===== src/rtl/mda_text_pkg.sv =====
// Shared types and constants for the MDA text sequencer.
// Attribute field values, box-drawing range, fetch phases, cell bundle.
package mda_text_pkg;

    localparam logic [7:0] ATTR_BLANK0  = 8'h00;
    localparam logic [7:0] ATTR_BLANK1  = 8'h08;
    localparam logic [7:0] ATTR_REV     = 8'h70;
    localparam logic [2:0] ATTR_UL_MASK = 3'b001;

    localparam logic [7:0] CHAR_BOX_LO  = 8'hC0;
    localparam logic [7:0] CHAR_BOX_HI  = 8'hDF;

    typedef enum logic [1:0] {
        PH_IDLE,
        PH_P0,
        PH_P1
    } phase_t;

    // One decoded character cell waiting for the shifter.
    // bits[8] is the leftmost pixel, bits[0] the 9th column.
    typedef struct packed {
        logic [8:0] bits;
        logic       inten;
        logic       de;
        logic       hs;
        logic       vs;
    } cell_t;

endpackage


===== src/rtl/mda_pixel_shifter.sv =====
// Pixel serializer: parallel load of a 9-bit cell, MSB-first serial out.
// Ports: clk, reset (sync, active-high), i_load, i_bits, i_inten, i_de,
//        i_hs, i_vs in; o_video, o_inten, o_de, o_hs, o_vs registered out.
module mda_pixel_shifter (
    input  logic       clk,
    input  logic       reset,
    input  logic       i_load,
    input  logic [8:0] i_bits,
    input  logic       i_inten,
    input  logic       i_de,
    input  logic       i_hs,
    input  logic       i_vs,
    output logic       o_video,
    output logic       o_inten,
    output logic       o_de,
    output logic       o_hs,
    output logic       o_vs
);

    logic [8:0] r_shift;
    logic       r_inten_s;
    logic       r_de_s;
    logic       r_hs_s;
    logic       r_vs_s;

    // The cell-wide signals pass through the same two register stages
    // as the pixels, so syncs and enable stay aligned with pixel 0.
    always_ff @(posedge clk) begin
        if (reset) begin
            r_shift   <= '0;
            r_inten_s <= 1'b0;
            r_de_s    <= 1'b0;
            r_hs_s    <= 1'b0;
            r_vs_s    <= 1'b0;
            o_video   <= 1'b0;
            o_inten   <= 1'b0;
            o_de      <= 1'b0;
            o_hs      <= 1'b0;
            o_vs      <= 1'b0;
        end else begin
            o_video <= r_shift[8];
            o_inten <= r_inten_s;
            o_de    <= r_de_s;
            o_hs    <= r_hs_s;
            o_vs    <= r_vs_s;
            if (i_load) begin
                r_shift   <= i_bits;
                r_inten_s <= i_inten;
                r_de_s    <= i_de;
                r_hs_s    <= i_hs;
                r_vs_s    <= i_vs;
            end else begin
                r_shift <= {r_shift[7:0], 1'b0};
            end
        end
    end

endmodule


===== src/rtl/mda_text_sequencer.sv =====
// MDA text-mode back end: fetch char/attr and glyph per cell, decode attrs, serialize.
// Ports: clk, reset, divclk, mem_addr, row_addr, display_enable, cursor, hsync, vsync,
//   vram_addr/vram_data, font_addr/font_data, video, intensity, hsync_o, vsync_o, de_o.
// Build option MDA_TEXT_SEQ_BLINK_EN adds the frame counter and attr[7] blink.
module mda_text_sequencer
    import mda_text_pkg::*;
#(
    parameter int GLYPH_W   = 9,
    parameter int UL_ROW    = 12,
    parameter int BLINK_BIT = 4
) (
    input  logic        clk,
    input  logic        reset,
    input  logic        divclk,
    input  logic [13:0] mem_addr,
    input  logic [4:0]  row_addr,
    input  logic        display_enable,
    input  logic        cursor,
    input  logic        hsync,
    input  logic        vsync,
    output logic [13:0] vram_addr,
    input  logic [15:0] vram_data,
    output logic [11:0] font_addr,
    input  logic [7:0]  font_data,
    output logic        video,
    output logic        intensity,
    output logic        hsync_o,
    output logic        vsync_o,
    output logic        de_o
);

    localparam logic [8:0] COL_MASK = (GLYPH_W == 9) ? 9'h1FF : 9'h1FE;
    localparam logic [4:0] UL_ROW_V = 5'(UL_ROW);

    phase_t      r_phase;
    phase_t      w_phase_nxt;
    logic [13:0] r_vram_addr;
    logic [4:0]  r_row;
    logic        r_de;
    logic        r_cur;
    logic        r_hs;
    logic        r_vs;
    logic [7:0]  r_char;
    logic [7:0]  r_attr;
    cell_t       r_pend;
    cell_t       w_cell;

    logic        w_blank;
    logic        w_rev;
    logic        w_ul;
    logic        w_box;
    logic        w_blink_off;
    logic [8:0]  w_glyph;
    logic [8:0]  w_fg;
    logic [8:0]  w_bits;

    always_ff @(posedge clk) begin
        if (reset) begin
            r_phase <= PH_IDLE;
        end else begin
            r_phase <= w_phase_nxt;
        end
    end

    always_comb begin
        w_phase_nxt = PH_IDLE;
        case (r_phase)
            PH_IDLE: w_phase_nxt = PH_IDLE;
            PH_P0:   w_phase_nxt = PH_P1;
            PH_P1:   w_phase_nxt = PH_IDLE;
            default: w_phase_nxt = PH_IDLE;
        endcase
        if (divclk) begin
            w_phase_nxt = PH_P0;
        end
    end

    always_ff @(posedge clk) begin
        if (reset) begin
            r_vram_addr <= '0;
            r_row       <= '0;
            r_de        <= 1'b0;
            r_cur       <= 1'b0;
            r_hs        <= 1'b0;
            r_vs        <= 1'b0;
            r_char      <= '0;
            r_attr      <= '0;
            r_pend      <= '0;
        end else begin
            if (divclk) begin
                r_vram_addr <= mem_addr;
                r_row       <= row_addr;
                r_de        <= display_enable;
                r_cur       <= cursor;
                r_hs        <= hsync;
                r_vs        <= vsync;
            end
            if (r_phase == PH_P0) begin
                r_char <= vram_data[7:0];
                r_attr <= vram_data[15:8];
            end
            if (r_phase == PH_P1) begin
                r_pend <= w_cell;
            end
        end
    end

    assign vram_addr = r_vram_addr;
    assign font_addr = {r_char, r_row[3:0]};

`ifdef MDA_TEXT_SEQ_BLINK_EN
    logic       r_vs_d;
    logic [4:0] r_frame;

    always_ff @(posedge clk) begin
        if (reset) begin
            r_vs_d  <= 1'b0;
            r_frame <= '0;
        end else begin
            r_vs_d <= vsync;
            if (vsync && !r_vs_d) begin
                r_frame <= r_frame + 5'd1;
            end
        end
    end

    assign w_blink_off = r_attr[7] & r_frame[BLINK_BIT];
`else
    logic w_unused_blink;

    assign w_unused_blink = r_attr[7] ^ (BLINK_BIT != 0);
    assign w_blink_off    = 1'b0;
`endif

    assign w_blank = (r_attr[6:0] == ATTR_BLANK0[6:0])
                  || (r_attr[6:0] == ATTR_BLANK1[6:0]);
    assign w_rev   = (r_attr[6:4] == ATTR_REV[6:4])
                  && (r_attr[2:0] == 3'b000);
    assign w_ul    = (r_attr[2:0] == ATTR_UL_MASK)
                  && (r_row == UL_ROW_V);
    assign w_box   = (r_char >= CHAR_BOX_LO)
                  && (r_char <= CHAR_BOX_HI);
    // Box-drawing chars extend their rightmost glyph pixel into column 9.
    assign w_glyph = {font_data, w_box & font_data[0]};

    // Priority: disabled area, then cursor, then blank, then reverse.
    always_comb begin
        w_fg = w_glyph;
        if (w_blink_off) begin
            w_fg = '0;
        end else if (w_ul) begin
            w_fg = '1;
        end
        w_bits = w_fg;
        if (!r_de) begin
            w_bits = '0;
        end else if (r_cur) begin
            w_bits = '1;
        end else if (w_blank) begin
            w_bits = '0;
        end else if (w_rev) begin
            w_bits = ~w_fg;
        end
        w_cell.bits  = w_bits & COL_MASK;
        w_cell.inten = r_de & r_attr[3] & (r_cur | ~w_blank);
        w_cell.de    = r_de;
        w_cell.hs    = r_hs;
        w_cell.vs    = r_vs;
    end

    mda_pixel_shifter u_shifter (
        .clk     (clk),
        .reset   (reset),
        .i_load  (divclk),
        .i_bits  (r_pend.bits),
        .i_inten (r_pend.inten),
        .i_de    (r_pend.de),
        .i_hs    (r_pend.hs),
        .i_vs    (r_pend.vs),
        .o_video (video),
        .o_inten (intensity),
        .o_de    (de_o),
        .o_hs    (hsync_o),
        .o_vs    (vsync_o)
    );

endmodule


===== config.mk =====
export PLATFORM = sky130hd
export DESIGN_NAME = mda_text_sequencer
export DESIGN_NICKNAME = d
export VERILOG_FILES = /design/src/rtl/mda_text_pkg.sv /design/src/rtl/mda_pixel_shifter.sv /design/src/rtl/mda_text_sequencer.sv
export SDC_FILE = /design/constraint.sdc
export NUM_CORES = 1
export LEC_CHECK = 0
export BUFFER_PORTS_ARGS = -buffer_cell sky130_fd_sc_hd__buf_4
export CORE_ASPECT_RATIO = 0.75
export CORE_MARGIN = 2
export CORE_UTILIZATION = 46
export DETAILED_ROUTE_END_ITERATION = 7
export GPL_TIMING_DRIVEN = 0
export PLACE_DENSITY = 0.78
export SETUP_SLACK_MARGIN = 0.3
export SLEW_MARGIN = 10
export SYNTH_ARGS = -nofsm -noshare
export SYNTH_HDL_FRONTEND = slang
export SYNTH_SLANG_ARGS = --single-unit

===== constraint.sdc =====
create_clock -name clk -period 1.3 [get_ports clk]
set_input_delay 0.065 -clock clk [delete_from_list [all_inputs] [get_ports clk]]
set_output_delay 0.065 -clock clk [all_outputs]
set_load 0.05 [all_outputs]

Word-level counts from Yosys, hierarchy flattened

Index checks and enable logic that the tools add are counted.

Bits in registers: 71
Logic and storage cells: 57

$lt $le $gt $ge: 2
Eq/ne operators: 6
Multiplexer cells: 8
Bitwise operators: 7
Reductions and logical operators: 8

Operators with widths:

| cell                                                  | count |
|---|---|
| 2-to-1 mux 9 bit                                      | 6 |
| inverter 9 bit                                        | 1 |
| >= comparator 8 bit, second input constant            | 1 |
| less-or-equal comparator 8 bit, second input constant | 1 |
| equality test 7 x 4 -> 1 bit, second input constant   | 1 |
| logical NOT 7 bit                                     | 1 |
| equality test 5 x 4 -> 1 bit, second input constant   | 1 |
| OR reduction 2 bit                                    | 2 |
| AND 1 bit                                             | 3 |
| equality test 3 x 1 -> 1 bit, second input constant   | 1 |
| equality test 3 bit, second input constant            | 1 |
| logical AND 1 bit                                     | 3 |
| logical NOT 3 bit                                     | 1 |
| equality test 2 x 1 -> 1 bit, second input constant   | 1 |
| equality test 2 bit, second input constant            | 1 |
| 2-to-1 mux 2 bit                                      | 1 |
| inverter 1 bit                                        | 2 |
| logical OR 1 bit                                      | 1 |
| 2-to-1 mux 1 bit                                      | 1 |
| bitwise OR 1 bit                                      | 1 |

Logic depth before layout (Yosys ltp)

Gate-level depths: netlist of the first run.

Depth after elaboration: 9
Gate-level depth with buffers: 6
Depth with buffers taken out: 4

Modules after synthesis

From an unflattened synthesis of the first run, not the netlist that was laid out.

Cell total of the unflattened synthesis: 287
Area total of the unflattened synthesis: 2,837.7 um2

Modules (own cells, without submodules):

| module             | times used | cells an instance | area each (um2) |
|---|---|---|---|
| mda_text_sequencer | 1          | 235               | 2,229.6 |
| mda_pixel_shifter  | 1          | 52                | 608.1 |

Worst setup path before layout of the first run

Ideal clock, no wire load.

Kind: register to register
Start: reg r_row[3]
End: reg r_pend[11] (netlist name)
Library setup time: 0.103 ns
Arrival: 1.370 ns
Slack: -0.173 ns
Stages on the path, launching flop included: 7
Path through: dfxtp_1 > nor4bb_1 > and4b_1 > buf_6 > buf_6 > o211a_1 > a2111oi_2

Word-level cells in the longest chain between the ends: 8

Ends and longest elaborated chain:

| item                             | RTL line                  | source |
|---|---|---|
| from (decl)                      | mda_text_sequencer.sv:38  | `logic [4:0] r_row;` |
| from (signal assigned)           | mda_text_sequencer.sv:92  | `r_row <= row_addr;` |
| equality test 5 x 4 -> 1 bit (*) | mda_text_sequencer.sv:140 | `&& (r_row == UL_ROW_V);` |
| logical AND 1 bit (*)            | mda_text_sequencer.sv:140 |  |
| 2-to-1 mux 9 bit (*)             | mda_text_sequencer.sv:151 | `end else if (w_ul) begin` |
| inverter 9 bit                   | mda_text_sequencer.sv:162 | `w_bits = ~w_fg;` |
| 2-to-1 mux 9 bit (*)             | mda_text_sequencer.sv:161 | `end else if (w_rev) begin` |
| 2-to-1 mux 9 bit (*)             | mda_text_sequencer.sv:159 | `end else if (w_blank) begin` |
| 2-to-1 mux 9 bit (*)             | mda_text_sequencer.sv:157 | `end else if (r_cur) begin` |
| 2-to-1 mux 9 bit (*)             | mda_text_sequencer.sv:155 | `if (!r_de) begin` |
| to (signal assigned)             | mda_text_sequencer.sv:103 | `r_pend <= w_cell;` |
| to (decl)                        | mda_text_sequencer.sv:45  | `cell_t r_pend;` |

Mark *: on every way between the ends. The rest lies on a longest branch, timed or not.
A chain may end at the register's enable or synchronous reset.

Worst setup path in the final report of the first run

Start: reg r_row[3]
End: reg r_pend[12] (netlist name)

The elaborated chain is that of the path after synthesis.

==> metrics.txt, run 1 <==
area of the multi-input gates=1620 sq um; Worst Skew=0.0107 ns; startpoint type of the worst setup path=register; Avg Cell Area, Syn=9.80 sq um; ys async rst share=0; Reg area=1440 sq um; antenna violations before repair=0; pwr dens=1030 nW/um^2; Num CTS Buffers=9; Slew Limit Fails=0; number of synthesized flops with an enable pin=0; Core ar.=5860 sq um; Worst-Margin Slew=0.788 ns; DIE AREA=6760 sq um; first-pass GRT wire length=12400 um; Slew headroom=0.474; Max Fclk=604 MHz; Area Overhead vs Synth=70.4%; drt drc=0; ys flop type=dfxtp_1; Detail Route Antenna Nets=0; post-layout worst setup margin=-0.355 ns; Sw Ratio=0.272; # rows=24; minimum clock period=1.65 ns; failing checks=negative setup slack; worst hold start=vram_data[11]; Num Clock Sinks=71; VDD IR max=0.634 mV; RSZ-0062 raised after global routing=true; flop and latch count out of synthesis=71; detailed-route via count=2721; internal power=3610 uW; final instance area=4790 sq um; starting density of the core=0.480; Reg power frac=0.465; total grt overflow=0; worst-path fanout max=8; CTS tree=done; share of layout cells above drive strength 1=0.469; fin cells=509; antenna diode count=0; fillers=309; worst stage delay on the critical path=0.33 ns; critical path type=register to register; wire length per cell=17.8 um; later-pin clock latency in the skew report=0.34 ns; Syn Inst Count=287; drt total wl=9050 um; Pre-antenna DRT Iters=5; cell family with most CP delay=compound AO/OA/AOI/OAI gates; static leakage=0.00212 uW; Inst Count DP=442; Arr. time, crit path=1.89 ns; Ports=81; crit end category=register; Post-DP Area=3620 sq um; largest net degree at the start of global routing=13; Cell Area, Synth=2810 sq um; H-tree levels=3; gpl congestion=0.739; part of the cycle the worst path needs=1.27; Vias/cell=5.35; CTS Buffer Depth=2; Clock Power Share=0.352; Max Cap Violations=0; IO buf count=77; switching power=1350 uW; Buf/Inv on CP=2; sequential area share after synthesis=0.505; slowest CP cell=dfxtp_2; Worst EP required=1.54 ns; die width=94.3 um; Critical Path, Cell by Cell=nor4bb_4, and4b_1, buf_6, buf_12, o211a_4, a2111oi_4; Distinct cells, synth=26; final hold vios=0; FF-to-FF Start=r_row[3]; Worst setup startpoint=r_row[3]; detailed placement HPWL=4660 um; DR iter-0 viols=188; setup violators final=9; vias in the first global route=2671; combinational fraction of design power=0.183; Layout Nets=476; Syn Nets=337; Tot GR Track Use=0.234; outcome=finished, violations left; Root Buffer=clkbuf_8; Die Y-Extent=71.7 um; Hold Crit Class=input port to register; Yosys Warn Count=0; clock transition at the registers of the reported paths=0.07 ns
[stage by stage]
step / util / TNS, ns / total power [uW] / setup WS, ns / hold slack (ns)
after floorplan: - / -1.03 / 2730 / -0.115 / 0.193
after global placement: 0.618 / -2.61 / 2960 / -0.318 / 0.297
after detailed placement: 0.618 / -2.77 / 2980 / -0.341 / 0.310
after CTS: 0.757 / -2.31 / 4830 / -0.283 / 0.00762
after global routing: 0.819 / -3.14 / 5110 / -0.384 / 0.0283
final: 0.819 / -2.66 / 4960 / -0.355 / 0.0253
[synthesized netlist by cell type, drive strengths merged (2+ instances only)]
library cell / instances / area share
o211a: 9 / 0.032
a21oi: 26 / 0.046
nor4b: 9 / 0.028
nand2: 40 / 0.053
nor3: 2 / 0.0053
nor2: 39 / 0.052
nor2b: 7 / 0.016
clkbuf: 12 / 0.016
nand2b: 2 / 0.0044
dfxtp: 71 / 0.51
mux2i: 37 / 0.13
buf: 14 / 0.035
a2111oi: 9 / 0.048
[path summary, 6_finish.rpt]
path                                           to  slack [ns]  depth (start not counted)
worst max register to register         r_pend[12]       -0.35                          6
worst min-delay path                    r_attr[3]        0.03                          3
worst max-delay path                   r_pend[12]       -0.35                          6
worst min register to register  u_shifter.o_video        0.46                          1
[per-layer routing]
| layer | global-route usage | share of wire |
|---|---|---|
| met1 | 0.291 | 0.39 |
| met2 | 0.399 | 0.52 |
| met3 | 0.0547 | 0.064 |
| met4 | 0.0821 | 0.027 |
| met5 | 0 | 0 |
[power groups by stage]
stage	Sequential, uW	Combinational, uW	Clock, uW
3_3_place_gp	2330	629	0
4_1_cts	2290	788	1750
5_1_grt	2310	955	1840
6_report	2310	908	1740
2_1_floorplan	2460	277	0
3_5_place_dp	2340	641	0
[timing repair]
item / 4_1_cts / 5_1_grt
pin swaps: 12 / 32
buffers inserted: 8 / 4
setup endpoints to repair: 30 / 36
gates resized for setup: 39 / 74
gates cloned: 1 / 1
hold endpoints to repair: 37 / 0
hold buffers: 37 / 0
[state kept, by name (all words and copies together), names as in the netlist]
register	flops
u_shifter.o_vs	1
u_shifter.r_inten_s	1
u_shifter.r_de_s	1
vram_addr	14
r_vs	1
u_shifter.o_inten	1
r_de	1
r_char	8
u_shifter.o_de	1
u_shifter.r_shift	9
u_shifter.r_hs_s	1
r_phase	2
r_pend	13
r_attr	7
u_shifter.r_vs_s	1
u_shifter.o_video	1
u_shifter.o_hs	1
r_hs	1
r_cur	1
r_row	5
[worst reg2reg max path, cell delays in order, from the launching register on]
cell and delay, ns:
dfxtp_2 0.33, nor4bb_4 0.16, and4b_1 0.22, buf_6 0.15
buf_12 0.14, o211a_4 0.27, a2111oi_4 0.29
[cells by family (layout without fill, tap and decap cells)]
logic type / Yosys count / after routing / share of synthesized area
flip-flops: 71 / 71 / 0.505
AND/OR/NAND/NOR: 106 / 106 / 0.179
buffers and inverters: 27 / 171 / 0.0520
multiplexers: 37 / 37 / 0.132
AO/OA/AOI/OAI: 46 / 46 / 0.132
[layout by cell type (no fill, tap or decap), types with 2 or more instances in the layout]
cell | Yosys | layout
a21oi_1 | 26 | 9
buf_4 | 6 | 70
dfxtp_1 | 71 | 59
dfxtp_2 | 0 | 10
o211a_4 | 0 | 2
dlygate4sd3_1 | 0 | 37
nand2_2 | 0 | 5
nor2_1 | 39 | 39
nand2_1 | 40 | 22
buf_6 | 2 | 20
clkbuf_1 | 12 | 7
a21oi_2 | 0 | 17
nor4b_2 | 0 | 8
a2111oi_2 | 9 | 5
buf_2 | 6 | 4
dfxtp_4 | 0 | 2
clkbuf_16 | 0 | 2
nor2b_1 | 7 | 6
mux2i_1 | 37 | 37
o211a_1 | 9 | 7
buf_8 | 0 | 9
clkbuf_8 | 0 | 11
a2111oi_4 | 0 | 4
clkbuf_2 | 0 | 2
nand2b_4 | 0 | 2
buf_12 | 0 | 3
nand2_4 | 0 | 13
[area by class of cell]
| cell class | count | share of cell area |
|---|---|---|
| Buffer | 26 | 0.0527 |
| Clock buffer | 13 | 0.0376 |
| Clock inverter | 3 | 0.00470 |
| Inverter | 1 | 0.000783 |
| Multi-Input combinational cell | 189 | 0.338 |
| Sequential cell | 71 | 0.301 |
| Tap cell | 78 | 0.0204 |
| Timing Repair Buffer | 128 | 0.245 |
(Power assumes the default switching activity.)
==> run 2: changes to the inputs <==
- SETUP_SLACK_MARGIN: 0.3 -> 0.02
==> metrics.txt, run 2 (synthesized netlist as in run 1, its figures left out) <==
IO buf count=77 (unchanged); internal power=3700 uW (was 3610 uW); total grt overflow=0 (unchanged); clock transition at the registers of the reported paths=0.08 ns (was 0.07 ns); Pre-antenna DRT Iters=4 (was 5); VDD IR max=0.839 mV (was 0.634 mV); Worst-Margin Slew=0.527 ns (was 0.788 ns); detailed-route via count=2506 (was 2721); Arr. time, crit path=1.81 ns (was 1.89 ns); Hold Crit Class=input port to register (unchanged); cell family with most CP delay=simple AND/OR/NAND/NOR gates (was compound AO/OA/AOI/OAI gates); max reg flops=14 (unchanged); first-pass GRT wire length=11600 um (was 12400 um); DIE AREA=6760 sq um (unchanged); most frequent cells in the layout=buf_4, dfxtp_1, nand2_1, nor2_1, dlygate4sd3_1 (was buf_4, dfxtp_1, nor2_1, mux2i_1, dlygate4sd3_1); Slew headroom=0.649 (was 0.474); Worst Skew=0.00802 ns (was 0.0107 ns); pwr dens=1150 nW/um^2 (was 1030 nW/um^2); Slew Limit Fails=0 (unchanged); antenna violations before repair=0 (unchanged); H-tree levels=3 (unchanged); crit end category=register (unchanged); startpoint type of the worst setup path=register (unchanged); Post-DP Area=3550 sq um (was 3620 sq um); slowest CP cell=dfxtp_2 (unchanged); Clock Power Share=0.390 (was 0.352); minimum clock period=1.58 ns (was 1.65 ns); Num Clock Sinks=71 (unchanged); Layout Nets=468 (was 476); CTS Buffer Depth=2 (unchanged); Reg power frac=0.459 (was 0.465); Critical Path, Cell by Cell=nor4bb_4, and4b_1, buf_6, buf_12, nor4b_2, a2111oi_2 (was nor4bb_4, and4b_1, buf_6, buf_12, o211a_4, a2111oi_4); DR iter-0 viols=131 (was 188); setup violators final=9 (unchanged); die width=94.3 um (unchanged); antenna diode count=0 (unchanged); share of layout cells above drive strength 1=0.348 (was 0.469); RSZ-0062 raised after global routing=true (unchanged); Detail Route Antenna Nets=0 (unchanged); failing checks=negative setup slack (unchanged); vias in the first global route=2458 (was 2671); Tot GR Track Use=0.225 (was 0.234); gpl congestion=0.756 (was 0.739); drt total wl=7130 um (was 9050 um); part of the cycle the worst path needs=1.21 (was 1.27); Hold Path Stages=3 (unchanged); Area Overhead vs Synth=54.2% (was 70.4%); outcome=finished, violations left (unchanged); final instance area=4340 sq um (was 4790 sq um); Max Fclk=635 MHz (was 604 MHz); wire length per cell=14.2 um (was 17.8 um); drt drc=0 (unchanged); Place WS=-0.384 ns (was -0.341 ns); largest net degree at the start of global routing=14 (was 13); combinational fraction of design power=0.151 (was 0.183); later-pin clock latency in the skew report=0.35 ns (was 0.34 ns); Die Y-Extent=71.7 um (unchanged); Worst EP required=1.54 ns (about the same); Vias/cell=5.00 (was 5.35); commonest non-fill, non-tap cell in the layout=buf_4 (unchanged); Buf/Inv on CP=2 (unchanged); Sw Ratio=0.258 (was 0.272); detailed placement HPWL=4340 um (was 4660 um); post-layout worst setup margin=-0.276 ns (was -0.355 ns); worst r2r path cells=6 (unchanged); critical path type=register to register (unchanged); Max Cap Violations=0 (unchanged); Crit path depth=6 (unchanged); switching power=1290 uW (was 1350 uW); starting density of the core=0.480 (unchanged); # rows=24 (unchanged); worst-path fanout max=6 (was 8); Ports=81 (unchanged); worst stage delay on the critical path=0.34 ns (was 0.33 ns); Root Buffer=clkbuf_8 (unchanged); Core ar.=5860 sq um (unchanged); CTS tree=done (unchanged); Num CTS Buffers=9 (unchanged); static leakage=0.00195 uW (was 0.00212 uW); final hold vios=0 (unchanged)
## run 2: path summary, 6_finish.rpt
check	startpoint	endpoint	slack, ns
worst max-delay path	r_row[4]	r_pend[4]	-0.28
worst min-delay path	font_data[6]	r_pend[11]	0.06
worst max register to register	r_row[4]	r_pend[4]	-0.28
worst min register to register	u_shifter.r_shift[8]	u_shifter.o_video	0.44
## run 2: power by group through the flow
stage	logic, uW	clock network [uW]	registers, uW
floorplan	262	0	2460
CTS	732	1970	2290
global placement	615	0	2330
detailed placement	625	0	2330
global route	803	2090	2300
finish	754	1940	2290
## run 2: cell type report
type | instances | area, sq um
fill | 413 | 1520
sequential | 71 | 1430
multi-input combinational | 189 | 1390
timing repair buffer | 121 | 1020
buffer | 25 | 174
clock buffer | 10 | 128
tap | 78 | 97.6
clock inverter | 6 | 92.6
inverter | 1 | 3.75
## run 2: worst reg2reg max path: stages (launching register included)
cell	delay, ns
dfxtp_2	0.34
nor4bb_4	0.28
and4b_1	0.23
buf_6	0.16
buf_12	0.13
nor4b_2	0.05
a2111oi_2	0.28
## run 2: timing repair
action                                  in CTS  in global routing
pin swaps                                    8                  5
endpoints found under the setup margin      24                 33
endpoints found under the hold margin       38                  0
resized for setup                           11                 20
buffers inserted                             5                  0
cloned                                       1                  0
hold buffers                                38                  0
## run 2: stage by stage
stage	utilization	hold slack (ns)	TNS (ns)	power, uW	cells
after floorplan	-	0.194	-1.03	2720	287
after global placement	0.607	0.302	-7.18	2950	442
after detailed placement	0.607	0.307	-8.09	2960	442
after CTS	0.726	0.0332	-2.67	4990	501
after global routing	0.741	0.0385	-2.85	5190	501
final	0.741	0.0639	-2.24	4980	501
## run 2: layer usage
metal / GRT usage / vias up / part of all wire
met4: 0.0564 / 0 / 0.0063
li1: - / 1264 / -
met5: 0 / - / 0
met1: 0.269 / 1154 / 0.45
met3: 0.0873 / 6 / 0.069
met2: 0.381 / 82 / 0.48
==> run 3: changes to the inputs <==
- clock period: 1.3 -> 1.4 ns (I/O delays scaled with it)
==> metrics.txt, run 3 (synthesized netlist as in run 1, its figures left out) <==
Setup crit end=r_pend[4] (unchanged); detailed-route via count=2491 (was 2506); outcome=finished, violations left (unchanged); clock transition at the registers of the reported paths=0.08 ns (about the same); worst hold start=font_data[6] (unchanged); detailed placement HPWL=4340 um (unchanged); fillers=417 (was 413); share of layout cells above drive strength 1=0.340 (was 0.348); worst r2r path cells=6 (unchanged); setup violators final=9 (unchanged); Num CTS Buffers=9 (unchanged); Slew Limit Fails=0 (unchanged); Tot GR Track Use=0.225 (about the same); antenna violations before repair=0 (unchanged); largest net degree at the start of global routing=14 (unchanged); CTS Buffer Depth=2 (unchanged); setup TNS=-1.33 ns (was -2.24 ns); Inst Count DP=442 (unchanged); Worst Skew=0.00982 ns (was 0.00802 ns); Total Power=4630 uW (was 4980 uW); FF-to-FF Start=r_row[4] (unchanged); commonest non-fill, non-tap cell in the layout=buf_4 (unchanged); Worst setup startpoint=r_row[4] (unchanged); Hold Crit Class=input port to register (unchanged); Slew headroom=0.508 (was 0.649); wire length per cell=14.1 um (was 14.2 um); RSZ-0062 raised after global routing=true (unchanged); max reg flops=14 (unchanged); vias in the first global route=2459 (was 2458); Ports=81 (unchanged); final hold vios=0 (unchanged); part of the cycle the worst path needs=1.13 (was 1.21); Num Clock Sinks=71 (unchanged); # rows=24 (unchanged); IO buf count=77 (unchanged); die width=94.3 um (unchanged); drt total wl=7060 um (was 7130 um); Core ar.=5860 sq um (unchanged); crit end category=register (unchanged); starting density of the core=0.480 (unchanged); minimum clock period=1.58 ns (about the same); fin cells=501 (unchanged); antenna diode count=0 (unchanged); Hold Slack=0.0532 ns (was 0.0639 ns); area of the multi-input gates=1340 sq um (was 1390 sq um); most frequent cells in the layout=buf_4, dfxtp_1, nand2_1, nor2_1, dlygate4sd3_1 (unchanged); Detail Route Antenna Nets=0 (unchanged); DR iter-0 viols=79 (was 131); Layout Nets=468 (unchanged); CTS tree=done (unchanged); Die Y-Extent=71.7 um (unchanged); drt drc=0 (unchanged); Max Cap Violations=0 (unchanged); Root Buffer=clkbuf_8 (unchanged); reg2reg end=r_pend[4] (unchanged); pwr dens=1080 nW/um^2 (was 1150 nW/um^2); Max Fclk=634 MHz (was 635 MHz); Arr. time, crit path=1.82 ns (was 1.81 ns); VDD IR max=0.778 mV (was 0.839 mV); Vias/cell=4.97 (was 5.00); worst-path fanout max=6 (unchanged); failing checks=negative setup slack (unchanged); total grt overflow=0 (unchanged); static leakage=0.00194 uW (was 0.00195 uW); H-tree levels=3 (unchanged); gpl congestion=0.756 (unchanged); Worst EP required=1.65 ns (was 1.54 ns); startpoint type of the worst setup path=register (unchanged); DIE AREA=6760 sq um (unchanged); Place WS=-0.284 ns (was -0.384 ns); Area Overhead vs Synth=52.1% (was 54.2%); post-layout worst setup margin=-0.177 ns (was -0.276 ns); Pre-antenna DRT Iters=4 (unchanged); Worst-Margin Slew=0.737 ns (was 0.527 ns); Reg area=1430 sq um (unchanged); later-pin clock latency in the skew report=0.35 ns (about the same); first-pass GRT wire length=11600 um (about the same); r2r setup slk=-0.18 ns (was -0.28 ns); critical path type=register to register (unchanged)
run 3: layout make-up:
type / instances / area share
clock buffers: 10 / 0.0298
clock inverters: 6 / 0.0216
inverters: 1 / 0.000877
flip-flops and latches: 71 / 0.334
multi-input cells: 189 / 0.313
well taps: 78 / 0.0228
plain buffers: 25 / 0.0389
repair buffers: 121 / 0.239
run 3: timing repair:
item	CTS	global route
endpoints found under the hold margin	38	0
hold buffers	38	0
setup endpoints to repair	21	23
resized for setup	9	12
pin swaps	8	5
setup buffers	5	0
cloned	1	0
run 3: layer usage:
layer,track usage,wire (um),share of wire
met1,0.270,3220,0.46
met4,0.0564,91,0.013
met3,0.0873,415,0.059
met5,0,0,0
met2,0.381,3330,0.47
run 3: how the worst min path moves through the flow:
stage                         endpoint  slack, ns  cells after the start
after floorplan              r_char[5]       0.20                      2
final                       r_pend[11]       0.05                      3
after detailed placement      r_row[1]       0.31                      3
after global placement    vram_addr[4]       0.31                      3
after CTS                    r_pend[9]       0.04                      3
after global routing        r_pend[11]       0.04                      3
run 3: per-stage QoR:
stage          utilization  area [sq um]
2_1_floorplan            -          2880
3_3_place_gp         0.607          3550
3_5_place_dp         0.607          3550
4_1_cts              0.725          4250
5_1_grt              0.731          4280
6_report             0.731          4280
run 3: power by group:
group	total (uW)	switching (uW)	internal [uW]
clock	1810	797	1020
combinational	691	361	330
sequential	2130	40.6	2080
total	4630	1200	3430
run 3: critical path, cell delays in order (launching register included):
cell,delay (ns)
dfxtp_2,0.34
nor4bb_4,0.28
and4b_1,0.23
buf_6,0.16
buf_12,0.13
nor4b_2,0.05
a2111oi_2,0.28
